File: src/rtl/al_exec_if.sv
// Instruction handshake and retirement strobes between the decode stage and al_exec_unit.
interface al_exec_if;
  logic        in_valid;
  logic        in_ready;
  logic [31:0] in_instr;
  logic        done;
  logic        err;

  modport master (output in_valid, in_instr, input in_ready, done, err);
  modport slave  (input in_valid, in_instr, output in_ready, done, err);
endinterface

File: src/rtl/al_exec_unit.sv
// Clocked ALU + GPR file with status flags, iterative shift-add multiplier,
// illegal-instruction detection and a combinational debug read port.
module al_exec_unit #(
  parameter int DATA_W  = 16,
  parameter int NUM_GPR = 32
) (
  input  logic              clk,
  input  logic              rst_n,
  al_exec_if.slave          cmd,
  output logic [3:0]        flags,
  output logic [DATA_W-1:0] sgpr,
  input  logic [4:0]        dbg_addr,
  output logic [DATA_W-1:0] dbg_data
);
  localparam int AW  = (NUM_GPR > 1) ? $clog2(NUM_GPR) : 1;
  localparam int MSB = DATA_W - 1;

  typedef enum logic [4:0] {
    OP_MOVSGPR = 5'd0, OP_MOV, OP_ADD, OP_SUB, OP_MUL, OP_OR,
    OP_AND, OP_XOR, OP_XNOR, OP_NAND, OP_NOR, OP_NOT
  } op_e;

  typedef enum logic {S_IDLE, S_MUL} state_e;

  function automatic logic in_range(input logic [4:0] a);
    return 32'(a) < unsigned'(NUM_GPR);
  endfunction

  state_e state, state_n;

  logic [DATA_W-1:0]   gpr [NUM_GPR];
  logic [4:0]          oper, rdst, rsrc1, rsrc2;
  logic                imm_mode;
  logic [15:0]         isrc;
  logic [DATA_W-1:0]   rs1_val, rs2_val, op_b, src_un, res, diff;
  logic [DATA_W:0]     sum_ext;
  logic                carry, ovf, illegal, is_mul, accept;

  logic [2*DATA_W-1:0] m_cand, m_acc, m_next;
  logic [DATA_W-1:0]   m_plier, m_lo, m_hi;
  logic [4:0]          m_rdst;
  logic [5:0]          m_cnt;
  logic                m_last;

  assign oper     = cmd.in_instr[31:27];
  assign rdst     = cmd.in_instr[26:22];
  assign rsrc1    = cmd.in_instr[21:17];
  assign imm_mode = cmd.in_instr[16];
  assign rsrc2    = cmd.in_instr[15:11];
  assign isrc     = cmd.in_instr[15:0];

  assign cmd.in_ready = (state == S_IDLE);
  assign accept       = cmd.in_valid && cmd.in_ready;
  assign is_mul       = (oper == OP_MUL);
  assign illegal      = (oper > OP_NOT) || !in_range(rdst) || !in_range(rsrc1)
                        || (!imm_mode && !in_range(rsrc2));

  always_comb begin
    rs1_val  = '0;
    rs2_val  = '0;
    dbg_data = '0;
    if (in_range(rsrc1))    rs1_val  = gpr[rsrc1[AW-1:0]];
    if (in_range(rsrc2))    rs2_val  = gpr[rsrc2[AW-1:0]];
    if (in_range(dbg_addr)) dbg_data = gpr[dbg_addr[AW-1:0]];
    op_b   = imm_mode ? DATA_W'(isrc) : rs2_val;
    src_un = imm_mode ? op_b : rs1_val;
  end

  always_comb begin
    sum_ext = {1'b0, rs1_val} + {1'b0, op_b};
    diff    = rs1_val - op_b;
    res     = '0;
    carry   = 1'b0;
    ovf     = 1'b0;
    case (op_e'(oper))
      OP_MOVSGPR: res = sgpr;
      OP_MOV:     res = src_un;
      OP_ADD: begin
        res   = sum_ext[MSB:0];
        carry = sum_ext[DATA_W];
        ovf   = (rs1_val[MSB] == op_b[MSB]) && (sum_ext[MSB] != rs1_val[MSB]);
      end
      OP_SUB: begin
        res   = diff;
        carry = rs1_val < op_b;
        ovf   = (rs1_val[MSB] != op_b[MSB]) && (diff[MSB] != rs1_val[MSB]);
      end
      OP_OR:   res = rs1_val | op_b;
      OP_AND:  res = rs1_val & op_b;
      OP_XOR:  res = rs1_val ^ op_b;
      OP_XNOR: res = ~(rs1_val ^ op_b);
      OP_NAND: res = ~(rs1_val & op_b);
      OP_NOR:  res = ~(rs1_val | op_b);
      OP_NOT:  res = ~src_un;
      default: res = '0;
    endcase
  end

  // Final partial product is folded in combinationally so the writeback lands
  // on the DATA_W-th edge after accept.
  assign m_next = m_plier[0] ? (m_acc + m_cand) : m_acc;
  assign m_lo   = m_next[MSB:0];
  assign m_hi   = m_next[2*DATA_W-1:DATA_W];
  assign m_last = (state == S_MUL) && (m_cnt == 6'(DATA_W - 1));

  always_ff @(posedge clk or negedge rst_n) begin
    if (!rst_n) state <= S_IDLE;
    else        state <= state_n;
  end

  always_comb begin
    state_n = state;
    case (state)
      S_IDLE:  if (accept && is_mul && !illegal) state_n = S_MUL;
      S_MUL:   if (m_last) state_n = S_IDLE;
      default: state_n = S_IDLE;
    endcase
  end

  always_ff @(posedge clk or negedge rst_n) begin
    if (!rst_n) begin
      for (int unsigned i = 0; i < unsigned'(NUM_GPR); i++) gpr[i] <= '0;
      sgpr     <= '0;
      flags    <= '0;
      cmd.done <= 1'b0;
      cmd.err  <= 1'b0;
      m_cand   <= '0;
      m_acc    <= '0;
      m_plier  <= '0;
      m_rdst   <= '0;
      m_cnt    <= '0;
    end else begin
      cmd.done <= 1'b0;
      cmd.err  <= 1'b0;
      if (accept) begin
        cmd.err  <= illegal;
        cmd.done <= illegal || !is_mul;
        if (!illegal && is_mul) begin
          m_cand  <= {{DATA_W{1'b0}}, rs1_val};
          m_plier <= op_b;
          m_acc   <= '0;
          m_cnt   <= '0;
          m_rdst  <= rdst;
        end else if (!illegal) begin
          gpr[rdst[AW-1:0]] <= res;
          flags             <= {res == '0, res[MSB], carry, ovf};
        end
      end else if (state == S_MUL) begin
        m_acc   <= m_next;
        m_cand  <= m_cand << 1;
        m_plier <= m_plier >> 1;
        m_cnt   <= m_cnt + 6'd1;
        if (m_last) begin
          gpr[m_rdst[AW-1:0]] <= m_lo;
          sgpr                <= m_hi;
          flags               <= {m_lo == '0, m_lo[MSB], m_hi != '0, 1'b0};
          cmd.done            <= 1'b1;
        end
      end
    end
  end
endmodule

File: src/flat_wrapper.sv
// flat-port wrapper written by rule: the top's interface ports become plain ports
module al_exec_unit_flat 
#(
  parameter int DATA_W  = 16,
  parameter int NUM_GPR = 32
)
  (clk, rst_n, flags, sgpr, dbg_addr, dbg_data, cmd_in_valid, cmd_in_instr, cmd_in_ready, cmd_done, cmd_err);
  al_exec_if cmd_i ();
  input  logic clk;
  input  logic rst_n;
  output logic [3:0] flags;
  output logic [DATA_W-1:0] sgpr;
  input  logic [4:0] dbg_addr;
  output logic [DATA_W-1:0] dbg_data;
  input wire logic [$bits(cmd_i.in_valid)-1:0] cmd_in_valid;
  input wire logic [$bits(cmd_i.in_instr)-1:0] cmd_in_instr;
  output wire logic [$bits(cmd_i.in_ready)-1:0] cmd_in_ready;
  output wire logic [$bits(cmd_i.done)-1:0] cmd_done;
  output wire logic [$bits(cmd_i.err)-1:0] cmd_err;
  assign cmd_i.in_valid = cmd_in_valid;
  assign cmd_i.in_instr = cmd_in_instr;
  assign cmd_in_ready = cmd_i.in_ready;
  assign cmd_done = cmd_i.done;
  assign cmd_err = cmd_i.err;
  al_exec_unit #(.DATA_W(DATA_W), .NUM_GPR(NUM_GPR)) u_core (.clk(clk), .rst_n(rst_n), .cmd(cmd_i), .flags(flags), .sgpr(sgpr), .dbg_addr(dbg_addr), .dbg_data(dbg_data));
endmodule
File: config.mk
export PLATFORM = sky130hd
export DESIGN_NAME = al_exec_unit_flat
export DESIGN_NICKNAME = d
export VERILOG_FILES = /design/src/rtl/al_exec_if.sv /design/src/rtl/al_exec_unit.sv /design/src/flat_wrapper.sv
export SDC_FILE = /design/constraint.sdc
export NUM_CORES = 2
export LEC_CHECK = 0
export ABC_CLOCK_PERIOD_IN_PS = 6100
export BUFFER_PORTS_ARGS = -buffer_cell sky130_fd_sc_hd__clkbuf_2
export CAP_MARGIN = 20
export CORE_ASPECT_RATIO = 1.4
export CORE_UTILIZATION = 65
export CTS_CLUSTER_DIAMETER = 100
export DETAILED_ROUTE_END_ITERATION = 10
export HOLD_SLACK_MARGIN = 0.12
export PLACE_DENSITY_LB_ADDON = 0.05
export SYNTH_ARGS = -nofsm -noshare
export SYNTH_HDL_FRONTEND = slang
export SYNTH_SLANG_ARGS = --single-unit
File: constraint.sdc
create_clock -name clk -period 6.1 [get_ports clk]
set_clock_uncertainty 0.1 [all_clocks]
set_input_delay 0.915 -clock clk [delete_from_list [all_inputs] [get_ports clk]]
set_output_delay 0.915 -clock clk [all_outputs]
set_load 0.01 [all_outputs]
==> results of run 1 <==
-- metal layers --
metal	track usage, %	overflow
met5	20.0	0
met2	90.7	4
met3	55.5	1
met1	73.7	0
met4	71.3	4
-- through the flow --
step | TNS (ns) | setup WS, ns | util (%) | hold WS, ns | cell area [µm²]
detailed placement | -47.90 | -0.403 | 71.3 | 0.366 | 49400
floorplan | 0 | 0.00779 | - | 0.350 | 45700
global placement | -33.21 | -0.292 | 71.1 | 0.358 | 49300
CTS | 0 | 0.217 | 74.9 | 0.296 | 51900
-- logic make-up after synthesis --
logic type / synth area share, %
and+or+nand+nor: 11.7
AOI/OAI and AO/OA: 21.8
buffers and inverters: 5.23
xor gates and xnor gates: 0.536
adders and majority gates: 2.35
muxes: 24.2
DFF: 34.2
==> key figures, run 1 <==
Run status
  • Outcome: aborted with a tool error
  • Exit stage: 5_1_grt
  • Err: [ERROR GRT-0116] Global routing finished with congestion. Check the congestion regions in the DRC Viewer.

Yosys
  • Synthesized area per cell: 9.73 µm²
  • Post-synth EDFFs: 0
  • Register area share after synthesis: 34.2%
  • Post-synth top area share: about a third
  • Cell area after synthesis: between 40000 and 50000 µm²
  • Synth Register Bits: about 630
  • Cells after Synth: 4700
  • Commonest cells in the netlist: nand2_1 (722), dfrtp_1 (626), o21ai_0 (578)
  • Yosys warns: 0
  • Largest cells by area after synthesis: dfrtp_1 (34%), mux4_2 (22%), a22oi_1 (6.7%), o21ai_0 (6.3%), nand2_1 (5.9%)
  • Most common cell in the netlist: nand2_1
  • Ys async rst share: 100%
  • Top FF cell, synth: dfrtp_1
  • Synthesized net count: 4824
  • Yosys top cell by area: dfrtp_1
  • Cell variety after synth: around 90

Global routing
  • Vias in the first global route: 51922
  • Overflow after GRT: 9
  • Largest net degree at the start of global routing: between 100 and 150
  • First-pass GRT wire length: about 370000 µm
  • Total track usage: 72.7%

Clock tree
  • Root Buffer: clkbuf_16
  • Max clock buf depth: 3
  • H-tree depth: 3
  • Post_cts resized: 0
  • Cts bufs inserted: 69
  • Hold buffers post-CTS: 0
  • Post-CTS Setup Repair Bufs: 0
  • Clk sinks: between 600 and 700

Die
  • Die width: 226 µm
  • # IOs: between 70 and 80
  • Starting Density: roughly 66%
  • Chip Height: between 300 and 400 µm
  • # rows: ~110

Placement
  • Port bufs: between 70 and 80
  • DP Wirelength: 160000 µm
  • GP Congestion: between 1 and 1.5
  • Placed cell count: roughly 5700
==> run 2, diff against run 1 <==
--- a/config.mk
+++ b/config.mk
@@ -8,12 +8,9 @@
 export ABC_CLOCK_PERIOD_IN_PS = 6100
 export BUFFER_PORTS_ARGS = -buffer_cell sky130_fd_sc_hd__clkbuf_2
 export CAP_MARGIN = 20
-export CORE_ASPECT_RATIO = 1.4
-export CORE_UTILIZATION = 65
-export CTS_CLUSTER_DIAMETER = 100
+export CORE_UTILIZATION = 40
 export DETAILED_ROUTE_END_ITERATION = 10
-export HOLD_SLACK_MARGIN = 0.12
-export PLACE_DENSITY_LB_ADDON = 0.05
+export PLACE_DENSITY_LB_ADDON = 0.15
 export SYNTH_ARGS = -nofsm -noshare
 export SYNTH_HDL_FRONTEND = slang
 export SYNTH_SLANG_ARGS = --single-unit
==> run 2 against run 1 <==
Compared with the run above:
- the run now ends clean
- synthesized area did not move
- synthesized cell count did not move
==> key figures, run 2 <==
Run status
  • Outcome: finished, final reports clean

Global routing
  • Met3 usage: between 10% and 20%
  • Largest net degree at the start of global routing: 140
  • Routing usage on met2: between 50 and 60%
  • Vias in the first global route: slightly above 40000
  • Initial antenna violation count: 1
  • M1 GR Usage: between 40% and 50%
  • First-pass GRT wire length: 313000 µm
  • Grt peak-use layer: met2
  • Overflow after GRT: 0
  • Total track usage: between 30% and 40%

Cells and area
  • Design area: between 50000 and 60000 µm²
  • Synth-to-Final Area Change: 15.0%
  • Max reg flops: approximately 510
  • Most flop-heavy register: u_core.gpr
  • Biggest regs: u_core.gpr (512), u_core.m_acc (32), u_core.m_cand (32)
  • Most common cell after layout, fill and taps aside: nand2_1
  • Utilization after layout: a little under half
  • Layout cell share with drive strength beyond 1: roughly a quarter
  • Most frequent cells in the layout: nand2_1 (720), dfrtp_1 (624), o21ai_0 (561)
  • Nets: 4920

Clock tree
  • Cts bufs inserted: 79 (+14%)
  • Clk sinks: 626 (unchanged)
  • Clock Latency Late Sink: 0.69 ns
  • Post_cts resized: 0 (unchanged)
  • Post-CTS Setup Repair Bufs: 0 (unchanged)
  • Hold buffers post-CTS: 0 (unchanged)
  • Max clock buf depth: 3 (unchanged)
  • H-tree depth: 3 (unchanged)
  • Root Buffer: clkbuf_16
  • CTS tree: yes
  • CTS clk-pin slew, worst paths: 0.06 ns

Critical path
  • Worst-path maximum fanout: 34
  • Slowest cell on crit path: mux4_2
  • Flop-to-flop setup slack: 0.59 ns
  • Worst setup SP type: input pin
  • CP cell instances: buf_8 > buf_12 > buf_4 > mux4_2 > mux4_2 > mux2i_1 > nor2_1 > a21oi_1 > inv_1 > ha_1 > or3_1 > a221oi_1 > o22ai_1 > a31o_2 > a31oi_1 > mux2i_1 > nand4b_4 > buf_12 > a221oi_1 > a21oi_1
  • CP required: 6.53 ns
  • Critical path class: in2reg
  • Crit path max-delay family: multiplexers
  • Critical Path AT: ~6 ns
  • CP max stage delay: between 0.5 and 0.6 ns
  • Critical path capture point type: register
  • WP buf/inv: 5

Yosys
  • Yosys top cell by area: dfrtp_1
  • Adder-Cell Fraction of Synth Area: 2.35% (unchanged)
  • Multiplexer area fraction after synthesis: 24.2% (unchanged)
  • Post-synth EDFFs: 0 (unchanged)
  • Synthesized area per cell: 9.73 µm² (unchanged)
  • Cell area after synthesis: 45700 µm² (unchanged)
  • Compound-Gate Fraction of Synth Area: 21.8% (unchanged)
  • Main combinational cell family by area after synthesis: multiplexers
  • Simple-gate portion of the synthesized area: 11.7% (unchanged)
  • Cells after Synth: 4700 (unchanged)
  • Post-synth top area share: 34.2% (unchanged)
  • Most common cell in the netlist: nand2_1
  • Register area share after synthesis: 34.2% (unchanged)
  • Commonest cells in the netlist: nand2_1 (722), dfrtp_1 (626), o21ai_0 (578)
  • Synth Register Bits: 626 (unchanged)
  • Synthesized net count: 4824 (unchanged)
  • Yosys warns: 0 (unchanged)
  • Largest cells by area after synthesis: dfrtp_1 (34%), mux4_2 (22%), a22oi_1 (6.7%), o21ai_0 (6.3%), nand2_1 (5.9%)
  • Cell variety after synth: 88 (unchanged)
  • Synth Area in XOR/XNOR: 0.536% (unchanged)
  • Top FF cell, synth: dfrtp_1
  • Ys async rst share: 100% (unchanged)

Die
  • Chip Height: 340 µm (+7.7%)
  • # rows: 123 (+7.9%)
  • Die width: 340 µm (+50%)
  • CORE AREA: between 100000 and 150000 µm²
  • Die ar.: 116000 µm²
  • Starting Density: 40.5% (-25 points)
  • # IOs: 79 (unchanged)

Placement
  • GP Congestion: 0.988 (-13%)
  • Port bufs: 78 (unchanged)
  • DP Wirelength: 152000 µm (-4.9%)
  • Placed Area: 49900 µm² (+1.1%)

Detailed routing
  • Post-DRT Antenna Nets: 0
  • Drt drc: 0
  • Initial DRT Pass Iterations: 6
  • Vias: 43764
  • Drt total wl: 220000 µm
  • Via density per instance: roughly 7
  • Initial DRC count: between 6000 and 7000
  • Drt wl/cell: 34.7 µm

STA
  • Slew @ Worst Pin: between 1 and 1.5 ns
  • Worst slew margin: between 15 and 20%
  • Unrepaired setup endpoints after global routing: no
  • Slew Limit Fails: 0
  • Minimum clock period: 5.72 ns
  • Final period util: a little over nine tenths
  • # setup viols final: 0
  • Hold Slack: between 0.1 and 0.15 ns
  • Endpoints failing hold: 0
  • Fmax: 175 MHz

Power and ir drop
  • Max IR drop VDD: 0.205 mV
  • Internal Power: roughly 0.0086 W
  • Sw Ratio: around 37%
  • Seq pwr share: a little over a third
  • Switching pwr: 0.00504 W
  • PwrDens: around 260 nW/µm²
  • Clock power frac: a little over a third
  • Gate power share: 29.5%
  • Pleak: slightly above 20 nW

Hold path
  • Worst hold path type: in2async

Run
  • Max-Cap Viols: 0
run 2: layer usage:
metal	wire length (µm)	part of all wire, %
met1	81900	37
met2	94000	43
met3	28400	13
met4	16000	7.3
met5	162	0.073
run 2: logic make-up (layout without fill, tap and decap cells):
kind of cell / count (synthesis) / count (layout)
mux: 548 / 548
xor+xnor: 28 / 28
compound gates: 1587 / 1587
fa+ha+maj: 84 / 84
buf+inv: 564 / 719
flops: 626 / 626
simple gates: 1263 / 1263
other cells: 0 / 4
run 2: worst paths after layout:
check,from,end,cells past startpoint
max in group asynchronous,rst_n,u_core.state,2
min in group clk,u_core.m_plier[11],u_core.m_plier[11],1
setup / recovery,cmd_in_instr[11],u_core.gpr[63],20
hold / removal,rst_n,u_core.gpr[81],1
hold reg to reg,u_core.m_plier[11],u_core.m_plier[11],1
setup reg to reg,u_core.gpr[32],u_core.gpr[174],19
run 2: stage by stage:
stage	total power [W]	setup slack (ns)	instances	TNS, ns
finish	0.0136	0.383	6359	0
global route	0.0140	0.145	6355	0
CTS	0.0135	0.428	6352	0
detailed placement	0.00868	-0.261	6212	-9.37
global placement	0.00863	-0.209	6208	-5.80
floorplan	0.00695	0.00779	4700	0
run 2: final cells by class:
cell class,instances,area [µm²]
Antenna cell,4,10.0
Sequential cell,626,15700
Fill cell,10671,60400
Clock buffer,120,2330
Clock inverter,20,249
Multi-Input combinational cell,3510,28100
Timing Repair Buffer,484,4050
Tap cell,1500,1880
Inverter,95,357
run 2: power groups by stage:
stage,clock network [W],logic [W],registers [W]
finish,0.00481,0.00401,0.00477
global route,0.00499,0.00418,0.00480
CTS,0.00485,0.00387,0.00475
detailed placement,0,0.00385,0.00482
global placement,0,0.00382,0.00481
floorplan,0,0.00225,0.00470
Power figures use the tool's default switching activity.
